$ cat config.mk
export PLATFORM = sky130hd
export DESIGN_NAME = uart_tx_arbiter_flat
export DESIGN_NICKNAME = d
export VERILOG_FILES = /design/src/rtl/uart_tx_arbiter_pkg.sv /design/src/rtl/uart_tx_arbiter_if.sv /design/src/rtl/uart_tx_arbiter_rr_priority_pick.sv /design/src/rtl/uart_tx_arbiter.sv /design/src/flat_wrapper.sv
export SDC_FILE = /design/constraint.sdc
export NUM_CORES = 1
export LEC_CHECK = 0
export BUFFER_PORTS_ARGS = -buffer_cell sky130_fd_sc_hd__buf_2
export CORE_MARGIN = 10
export CORE_UTILIZATION = 45
export CTS_BUF_LIST = sky130_fd_sc_hd__clkbuf_4 sky130_fd_sc_hd__clkbuf_8
export CTS_CLUSTER_DIAMETER = 120
export CTS_CLUSTER_SIZE = 24
export DETAILED_ROUTE_END_ITERATION = 10
export PLACE_DENSITY_LB_ADDON = 0.08
export SLEW_MARGIN = 40
export SYNTH_ARGS = -nofsm -noshare
export SYNTH_HDL_FRONTEND = slang
export SYNTH_SLANG_ARGS = --single-unit
$ cat constraint.sdc
create_clock -name clk -period 1.95 [get_ports clk]
set_clock_uncertainty 0.15 [all_clocks]
set_input_delay 0.39 -clock clk [delete_from_list [all_inputs] [get_ports clk]]
set_output_delay 0.39 -clock clk [all_outputs]
set_load 0.05 [all_outputs]
$ cat src/rtl/uart_tx_arbiter_pkg.sv
// uart_tx_arbiter_pkg
//   Shared definitions for the UART transmit arbiter: FSM state encoding,
//   the largest supported requester count, and a one-hot to index helper.
//   No ports (package).
package uart_tx_arbiter_pkg;

  // Largest requester count the arbiter and its helpers are sized for.
  localparam int ARB_MAX_REQ = 8;
  // Index width able to address ARB_MAX_REQ requesters.
  localparam int ARB_IDX_W   = 3;

  typedef enum logic [0:0] {
    ST_IDLE = 1'b0,
    ST_OWN  = 1'b1
  } arb_state_e;

  // Converts a one-hot (or all-zero) vector into the index of its set bit.
  // All-zero input yields index 0; the caller only uses the result while a
  // grant is held, so that case never matters.
  function automatic logic [ARB_IDX_W-1:0] onehot_to_idx(input logic [ARB_MAX_REQ-1:0] oh);
    logic [ARB_IDX_W-1:0] idx;
    idx = '0;
    for (int i = 0; i < ARB_MAX_REQ; i++) begin
      idx = idx | (ARB_IDX_W'(i) & {ARB_IDX_W{oh[i]}});
    end
    return idx;
  endfunction

endpackage

$ cat src/rtl/uart_tx_arbiter_if.sv
// uart_tx_arbiter_if
//   Bundles the requester byte streams and the UART TX FIFO write port that
//   the arbiter sits between.
//   req_valid/req_data/req_last : requester -> arbiter (data packed, req i at [i*DATA_W +: DATA_W])
//   req_ready                   : arbiter -> requester
//   tx_full                     : uart -> arbiter
//   wr_uart/w_data              : arbiter -> uart
//   master modport: the requester/uart side; slave modport: the arbiter.
interface uart_tx_arbiter_if
  import uart_tx_arbiter_pkg::*;
#(
  parameter int NUM_REQ = 2,
  parameter int DATA_W  = 8
);

  logic [NUM_REQ-1:0]        req_valid;
  logic [NUM_REQ*DATA_W-1:0] req_data;
  logic [NUM_REQ-1:0]        req_last;
  logic [NUM_REQ-1:0]        req_ready;
  logic                      tx_full;
  logic                      wr_uart;
  logic [DATA_W-1:0]         w_data;

  modport master (
    output req_valid, req_data, req_last, tx_full,
    input  req_ready, wr_uart, w_data
  );

  modport slave (
    input  req_valid, req_data, req_last, tx_full,
    output req_ready, wr_uart, w_data
  );

endinterface

$ cat src/rtl/uart_tx_arbiter_rr_priority_pick.sv
// rr_priority_pick
//   Combinational round-robin pick: returns the first set request at or after
//   ptr, wrapping past the top back to index 0. Generic so other shared
//   resources can reuse it.
//   req       in  N      request vector
//   ptr       in  PTR_W  index with highest priority this round (must be < N)
//   winner    out N      one-hot winner, 0 when no request
//   any_valid out 1      at least one request present
module rr_priority_pick
  import uart_tx_arbiter_pkg::*;
#(
  parameter int N     = 2,
  parameter int PTR_W = (N > 1) ? $clog2(N) : 1
) (
  input  logic [N-1:0]     req,
  input  logic [PTR_W-1:0] ptr,
  output logic [N-1:0]     winner,
  output logic             any_valid
);

  logic [N-1:0] win_hi;
  logic [N-1:0] win_lo;
  logic         hi_any;
  logic         lo_any;

  // Two scans: first valid at/after ptr (hi), and first valid overall (lo),
  // which is the wrapped choice when nothing at/after ptr is requesting.
  always_comb begin
    win_hi = '0;
    win_lo = '0;
    hi_any = 1'b0;
    lo_any = 1'b0;
    for (int i = 0; i < N; i++) begin
      win_hi[i] = req[i] & (i >= int'(ptr)) & ~hi_any;
      hi_any    = hi_any | win_hi[i];
      win_lo[i] = req[i] & ~lo_any;
      lo_any    = lo_any | win_lo[i];
    end
    winner    = hi_any ? win_hi : win_lo;
    any_valid = |req;
  end

endmodule

$ cat src/rtl/uart_tx_arbiter.sv
// uart_tx_arbiter
//   Shares one UART TX FIFO between NUM_REQ byte-stream requesters. Grants are
//   round-robin and held for a whole message; a watchdog takes the port back
//   from an owner that stops supplying bytes mid-message.
//   clk      in   clock
//   reset_n  in   asynchronous active-low reset
//   bus      slave modport: req_valid/req_data/req_last in, req_ready out,
//            tx_full in, wr_uart/w_data out
//   grant    out  one-hot current owner, 0 when idle
//   busy     out  a message is in progress
//   abort    out  one-cycle pulse when the watchdog revokes a grant
module uart_tx_arbiter
  import uart_tx_arbiter_pkg::*;
#(
  parameter int NUM_REQ     = 2,
  parameter int DATA_W      = 8,
  parameter int TIMEOUT_CYC = 1024
) (
  input  logic                 clk,
  input  logic                 reset_n,
  uart_tx_arbiter_if.slave     bus,
  output logic [NUM_REQ-1:0]   grant,
  output logic                 busy,
  output logic                 abort
);

  localparam int PTR_W = (NUM_REQ > 1) ? $clog2(NUM_REQ) : 1;
  localparam int CNT_W = $clog2(TIMEOUT_CYC + 1);

  arb_state_e         state_q,  state_d;
  logic [NUM_REQ-1:0] grant_q,  grant_d;
  logic               busy_q,   busy_d;
  logic               abort_q,  abort_d;
  logic [PTR_W-1:0]   ptr_q,    ptr_d;
  logic [CNT_W-1:0]   wd_cnt_q, wd_cnt_d;

  logic [NUM_REQ-1:0] pick_win;
  logic               pick_any;
  logic               in_own;
  logic               own_valid;
  logic               own_last;
  logic [DATA_W-1:0]  own_data;
  logic               xfer;
  logic               wd_expired;
  logic [PTR_W-1:0]   ptr_next;
  int                 own_idx;

  rr_priority_pick #(
    .N     (NUM_REQ),
    .PTR_W (PTR_W)
  ) u_pick (
    .req       (bus.req_valid),
    .ptr       (ptr_q),
    .winner    (pick_win),
    .any_valid (pick_any)
  );

  // Owner-side view: valid/last/data of whichever requester holds the grant.
  always_comb begin
    in_own    = (state_q == ST_OWN);
    own_valid = |(bus.req_valid & grant_q);
    own_last  = |(bus.req_last & grant_q);
    own_data  = '0;
    for (int i = 0; i < NUM_REQ; i++) begin
      own_data = own_data | (bus.req_data[i*DATA_W +: DATA_W] & {DATA_W{grant_q[i]}});
    end
    xfer       = in_own & own_valid & ~bus.tx_full;
    wd_expired = (wd_cnt_q == CNT_W'(TIMEOUT_CYC - 1));
    // Priority moves to the requester after the current owner, so an owner
    // re-requesting right away loses to anyone else already waiting.
    own_idx  = int'(onehot_to_idx(ARB_MAX_REQ'(grant_q)));
    ptr_next = (own_idx >= NUM_REQ - 1) ? '0 : PTR_W'(own_idx + 1);
  end

  // Next-state logic for arbitration FSM, priority pointer and watchdog.
  always_comb begin
    state_d  = state_q;
    grant_d  = grant_q;
    busy_d   = busy_q;
    abort_d  = 1'b0;
    ptr_d    = ptr_q;
    wd_cnt_d = wd_cnt_q;
    case (state_q)
      ST_IDLE: begin
        if (pick_any) begin
          grant_d  = pick_win;
          busy_d   = 1'b1;
          wd_cnt_d = '0;
          state_d  = ST_OWN;
        end else begin
          grant_d  = '0;
          busy_d   = 1'b0;
          wd_cnt_d = '0;
          state_d  = ST_IDLE;
        end
      end
      ST_OWN: begin
        if (xfer && own_last) begin
          grant_d  = '0;
          busy_d   = 1'b0;
          ptr_d    = ptr_next;
          wd_cnt_d = '0;
          state_d  = ST_IDLE;
        end else if (!own_valid) begin
          // Only an owner going silent counts; tx_full stalls never do.
          if (wd_expired) begin
            grant_d  = '0;
            busy_d   = 1'b0;
            abort_d  = 1'b1;
            ptr_d    = ptr_next;
            wd_cnt_d = '0;
            state_d  = ST_IDLE;
          end else begin
            wd_cnt_d = wd_cnt_q + CNT_W'(1);
          end
        end else begin
          wd_cnt_d = '0;
        end
      end
      default: begin
        grant_d  = '0;
        busy_d   = 1'b0;
        wd_cnt_d = '0;
        state_d  = ST_IDLE;
      end
    endcase
  end

  // State registers; grant/busy/abort leave the block straight from flops.
  always_ff @(posedge clk or negedge reset_n) begin
    if (!reset_n) begin
      state_q  <= ST_IDLE;
      grant_q  <= '0;
      busy_q   <= 1'b0;
      abort_q  <= 1'b0;
      ptr_q    <= '0;
      wd_cnt_q <= '0;
    end else begin
      state_q  <= state_d;
      grant_q  <= grant_d;
      busy_q   <= busy_d;
      abort_q  <= abort_d;
      ptr_q    <= ptr_d;
      wd_cnt_q <= wd_cnt_d;
    end
  end

  assign grant = grant_q;
  assign busy  = busy_q;
  assign abort = abort_q;

  // Zero-latency byte path: the owner's byte reaches the FIFO in the cycle it
  // is accepted. Gated by state so reset clears it without a clock edge.
  assign bus.req_ready = in_own ? (grant_q & {NUM_REQ{~bus.tx_full}}) : '0;
  assign bus.wr_uart   = xfer;
  assign bus.w_data    = xfer ? own_data : '0;

endmodule

$ cat src/flat_wrapper.sv
// flat-port wrapper written by rule: the top's interface ports become plain ports
module uart_tx_arbiter_flat import uart_tx_arbiter_pkg::*;
#(
  parameter int NUM_REQ     = 2,
  parameter int DATA_W      = 8,
  parameter int TIMEOUT_CYC = 1024
)
  (clk, reset_n, grant, busy, abort, bus_req_valid, bus_req_data, bus_req_last, bus_tx_full, bus_req_ready, bus_wr_uart, bus_w_data);
  uart_tx_arbiter_if #(.NUM_REQ(NUM_REQ), .DATA_W(DATA_W)) bus_i ();
  input  logic clk;
  input  logic reset_n;
  output logic [NUM_REQ-1:0] grant;
  output logic busy;
  output logic abort;
  input wire logic [$bits(bus_i.req_valid)-1:0] bus_req_valid;
  input wire logic [$bits(bus_i.req_data)-1:0] bus_req_data;
  input wire logic [$bits(bus_i.req_last)-1:0] bus_req_last;
  input wire logic [$bits(bus_i.tx_full)-1:0] bus_tx_full;
  output wire logic [$bits(bus_i.req_ready)-1:0] bus_req_ready;
  output wire logic [$bits(bus_i.wr_uart)-1:0] bus_wr_uart;
  output wire logic [$bits(bus_i.w_data)-1:0] bus_w_data;
  assign bus_i.req_valid = bus_req_valid;
  assign bus_i.req_data = bus_req_data;
  assign bus_i.req_last = bus_req_last;
  assign bus_i.tx_full = bus_tx_full;
  assign bus_req_ready = bus_i.req_ready;
  assign bus_wr_uart = bus_i.wr_uart;
  assign bus_w_data = bus_i.w_data;
  uart_tx_arbiter #(.NUM_REQ(NUM_REQ), .DATA_W(DATA_W), .TIMEOUT_CYC(TIMEOUT_CYC)) u_core (.clk(clk), .reset_n(reset_n), .bus(bus_i), .grant(grant), .busy(busy), .abort(abort));
endmodule
==> summary.md <==
| Metric | Value |
|---|---|
| Status | finished, final reports clean |
| Synthesized area per cell | roughly 9.6 um^2 |
| Core area | 2170 um^2 |
| Finished Core Util | 0.690 |
| Max Slew Vio Count | 0 |
| Vias in the first global route | between 800 and 900 |
| GRT overflow | 0 |
| Final min period | roughly 2 ns |
| Synth Register Bits | 17 |
| Clock Sink Count | 17 |
| Total power | about 1600 uW |
| Ant. Diodes | 0 |
| GR Util All Layers | 0.115 |
| Yosys warns | 0 |
| Synth top area cells | dfrtp_1, a22oi_1, nor2_1 |
| Die width | 67.3 um |
| Die Y | between 60 and 70 um |
| Largest net degree at the start of global routing | 18 |
| Post-synthesis cell count | between 100 and 150 |
| Fin. Hold Viols | 0 |
| Setup bufs post-CTS | 0 |
| Fmax | around 510 MHz |
| CP Capture Type | output port |
| Slowest stage delay, CP | 0.43 ns |
| Synthesized cell area | slightly above 1000 um^2 |
| Initial Utilization | 0.464 |
| Clk pin slew, worst setup/hold paths | around 0.10 ns |
| Overall routed net length | about 2700 um |
| Row Count | 17 |
| Fin crit share | 0.998 |
| Reg2reg setup slack | around 0.23 ns |
| Ports | 38 |
| Dpl ws | between 0.07 and 0.08 ns |
| Synth-to-layout area growth | 48.6% |
| Synth top area share | 0.422 |
| Hold_sp | bus_req_valid[1] |
| Final RePlAce weighted congestion | 0.781 |
| Leading cell type in the layout, fill and taps excluded | buf_2 |
| Data required time of the worst path | ~1.4 ns |
| Clk_lat worst skew | about 0.29 ns |
| Net Count, Synth | approximately 130 |
| DRC violations left | 0 |
| Final ANT Viol Nets | 0 |
| Placed Area | 1310 um^2 |
| Wire per inst | between 15 and 20 um |
| Slew margin rel. | 0.747 |
| Final Cell Area | 1500 um^2 |
| Worst path cell trace | a22oi_4, nand2b_4, clkbuf_16, nor2_4, buf_6 |
| Critical path's top delay family | flip-flops |
| CTS root buf | clkbuf_4 |
| RSZ-0062 raised after global routing | yes |
| CTS buffer count | 3 |
| Max Fanout on Critical Path | 4 |
| Worst R2R Path Depth | 6 |
| Worst hold slack | 0.252 ns |
| CTS tree | done |
| First-pass GRT wire length | between 4000 and 5000 um |
| Worst r2r src | u_core.wd_cnt_q[0]$_DFF_PN0_ |
| Initial antenna violation count | 0 |
| Final nets | between 150 and 200 |
| Setup CP Type | reg -> out |
| Instance count on the critical path | 5 |
| PD cells | about 1100 nW/um^2 |
| FF-to-FF End | u_core.wd_cnt_q[4]$_DFF_PN0_ |
| IO Port Bufs | 37 |
| Yosys top cell by area | dfrtp_1 |
| Slowest CP cell | dfrtp_2 |
| Die area | roughly 4500 um^2 |
| DRT Pass-1 Iters | 4 |
| Hold Path Stages | 2 |
| Bufs on Longest Clock Path | 2 |
| Worst-Margin Slew | around 0.38 ns |
| Most frequent cells in the layout | buf_2, dfrtp_1, nand2_1 |
| Final setup fails | 0 |
| Seq/Total Area, Yosys | 0.422 |
| CTS HTree Levels | 1 |
| Data arrival time of the worst path | roughly 1.4 ns |
| Worst min path class | in -> reg |
| Worst Hold Path EP | u_core.in_own$_DFF_PN0_ |
| Post-DP HPWL | between 2000 and 2500 um |
| VDD IR max | 1.22 mV |
| DR iter-0 viols | 23 |
| Worst setup margin | around 0.0043 ns |
| Layout cells sized above 1 | 0.557 |
| Synth unique cells | 35 |
| Leak pwr | a little under 0.0007 uW |
| DR vias/cell | roughly 5.1 |
| Fillcell total | approximately 170 |
| Via Count | 909 |
| Max cap viols | 0 |
| Buf/Inv on CP | 2 |
| Crit path launch type | register |
where the power goes:
group	internal, uW	switching, uW
clock	76.2	107
sequential	438	80.4
combinational	366	571
synthesized netlist by cell type:
cell type,count
a21oi_1,1
a22oi_1,9
a22oi_4,1
a31o_2,1
a31oi_1,1
and2_1,2
and3_1,1
and4_1,1
buf_2,1
buf_6,1
clkbuf_1,1
clkbuf_8,2
dfrtp_1,17
ha_1,1
inv_1,3
inv_2,1
mux2i_1,1
nand2_1,10
nand2b_1,1
nand3_1,4
nand4_1,2
nand4_2,1
nor2_1,14
nor2_2,7
nor2_4,1
nor2b_1,1
nor3_1,2
nor3b_1,1
nor4b_2,2
o21ai_0,1
o22ai_1,3
o31a_2,1
or2_1,1
xnor2_1,4
xor2_1,4
through the flow:
| stage | std cells | setup TNS, ns |
|---|---|---|
| after floorplan | 105 | 0 |
| after global placement | 171 | 0 |
| after detailed placement | 171 | 0 |
| after CTS | 176 | -0.0792 |
| after global routing | 177 | -0.318 |
| final | 177 | 0 |
final cells by class:
type,count,area [um^2],area share
Clock buffer,3,22.5,0.0151
Tap cell,28,35.0,0.0234
Inverter,4,15.0,0.0100
Clock inverter,1,5.00,0.00334
Multi-Input combinational cell,79,629,0.421
Sequential cell,17,428,0.286
Timing Repair Buffer,45,362,0.242
worst max path at each step:
stage                                start             to
6_report       u_core.grant[0]$_DFFE_PN0P_  bus_w_data[0]
2_1_floorplan  u_core.grant[0]$_DFFE_PN0P_  bus_w_data[0]
5_1_grt        u_core.grant[0]$_DFFE_PN0P_  bus_w_data[5]
3_3_place_gp              bus_req_valid[0]  bus_w_data[7]
3_5_place_dp              bus_req_valid[0]  bus_w_data[3]
4_1_cts        u_core.grant[0]$_DFFE_PN0P_  bus_w_data[3]
timing repair:
action	in CTS	in global routing
resized for setup	20	12
cloned	0	1
endpoints found under the hold margin	17	0
hold buffers	1	0
pin swaps	0	4
setup endpoints to repair	9	9
kinds of logic (layout without fill, tap and decap cells):
kind of cell             Yosys count  count (layout)  share of synthesized area
adder cells (fa/ha/maj)            1               1                     0.0124
flip-flops                        17              17                      0.422
AND/OR/NAND/NOR                   51              51                      0.282
multiplexers                       1               1                    0.00994
buffers and inverters              9              53                     0.0621
AO/OA/AOI/OAI                     18              18                      0.142
XOR/XNOR                           8               8                     0.0696
per-layer routing:
| layer | track usage | part of all wire | wire length, um |
|---|---|---|---|
| met2 | 0.191 | 0.54 | 1480 |
| met1 | 0.132 | 0.38 | 1050 |
| met4 | 0.0359 | 0.018 | 50 |
| met3 | 0.0463 | 0.058 | 158 |
| met5 | 0 | 0 | 0 |
sequential cells by signal, indices dropped and copies added (netlist names):
name and flops:
u_core.wd_cnt_q 11, u_core.grant 2, u_core.abort 1, u_core.busy 1, u_core.in_own 1, u_core.ptr_q 1
No activity file was read; power rests on OpenSTA's default activity.
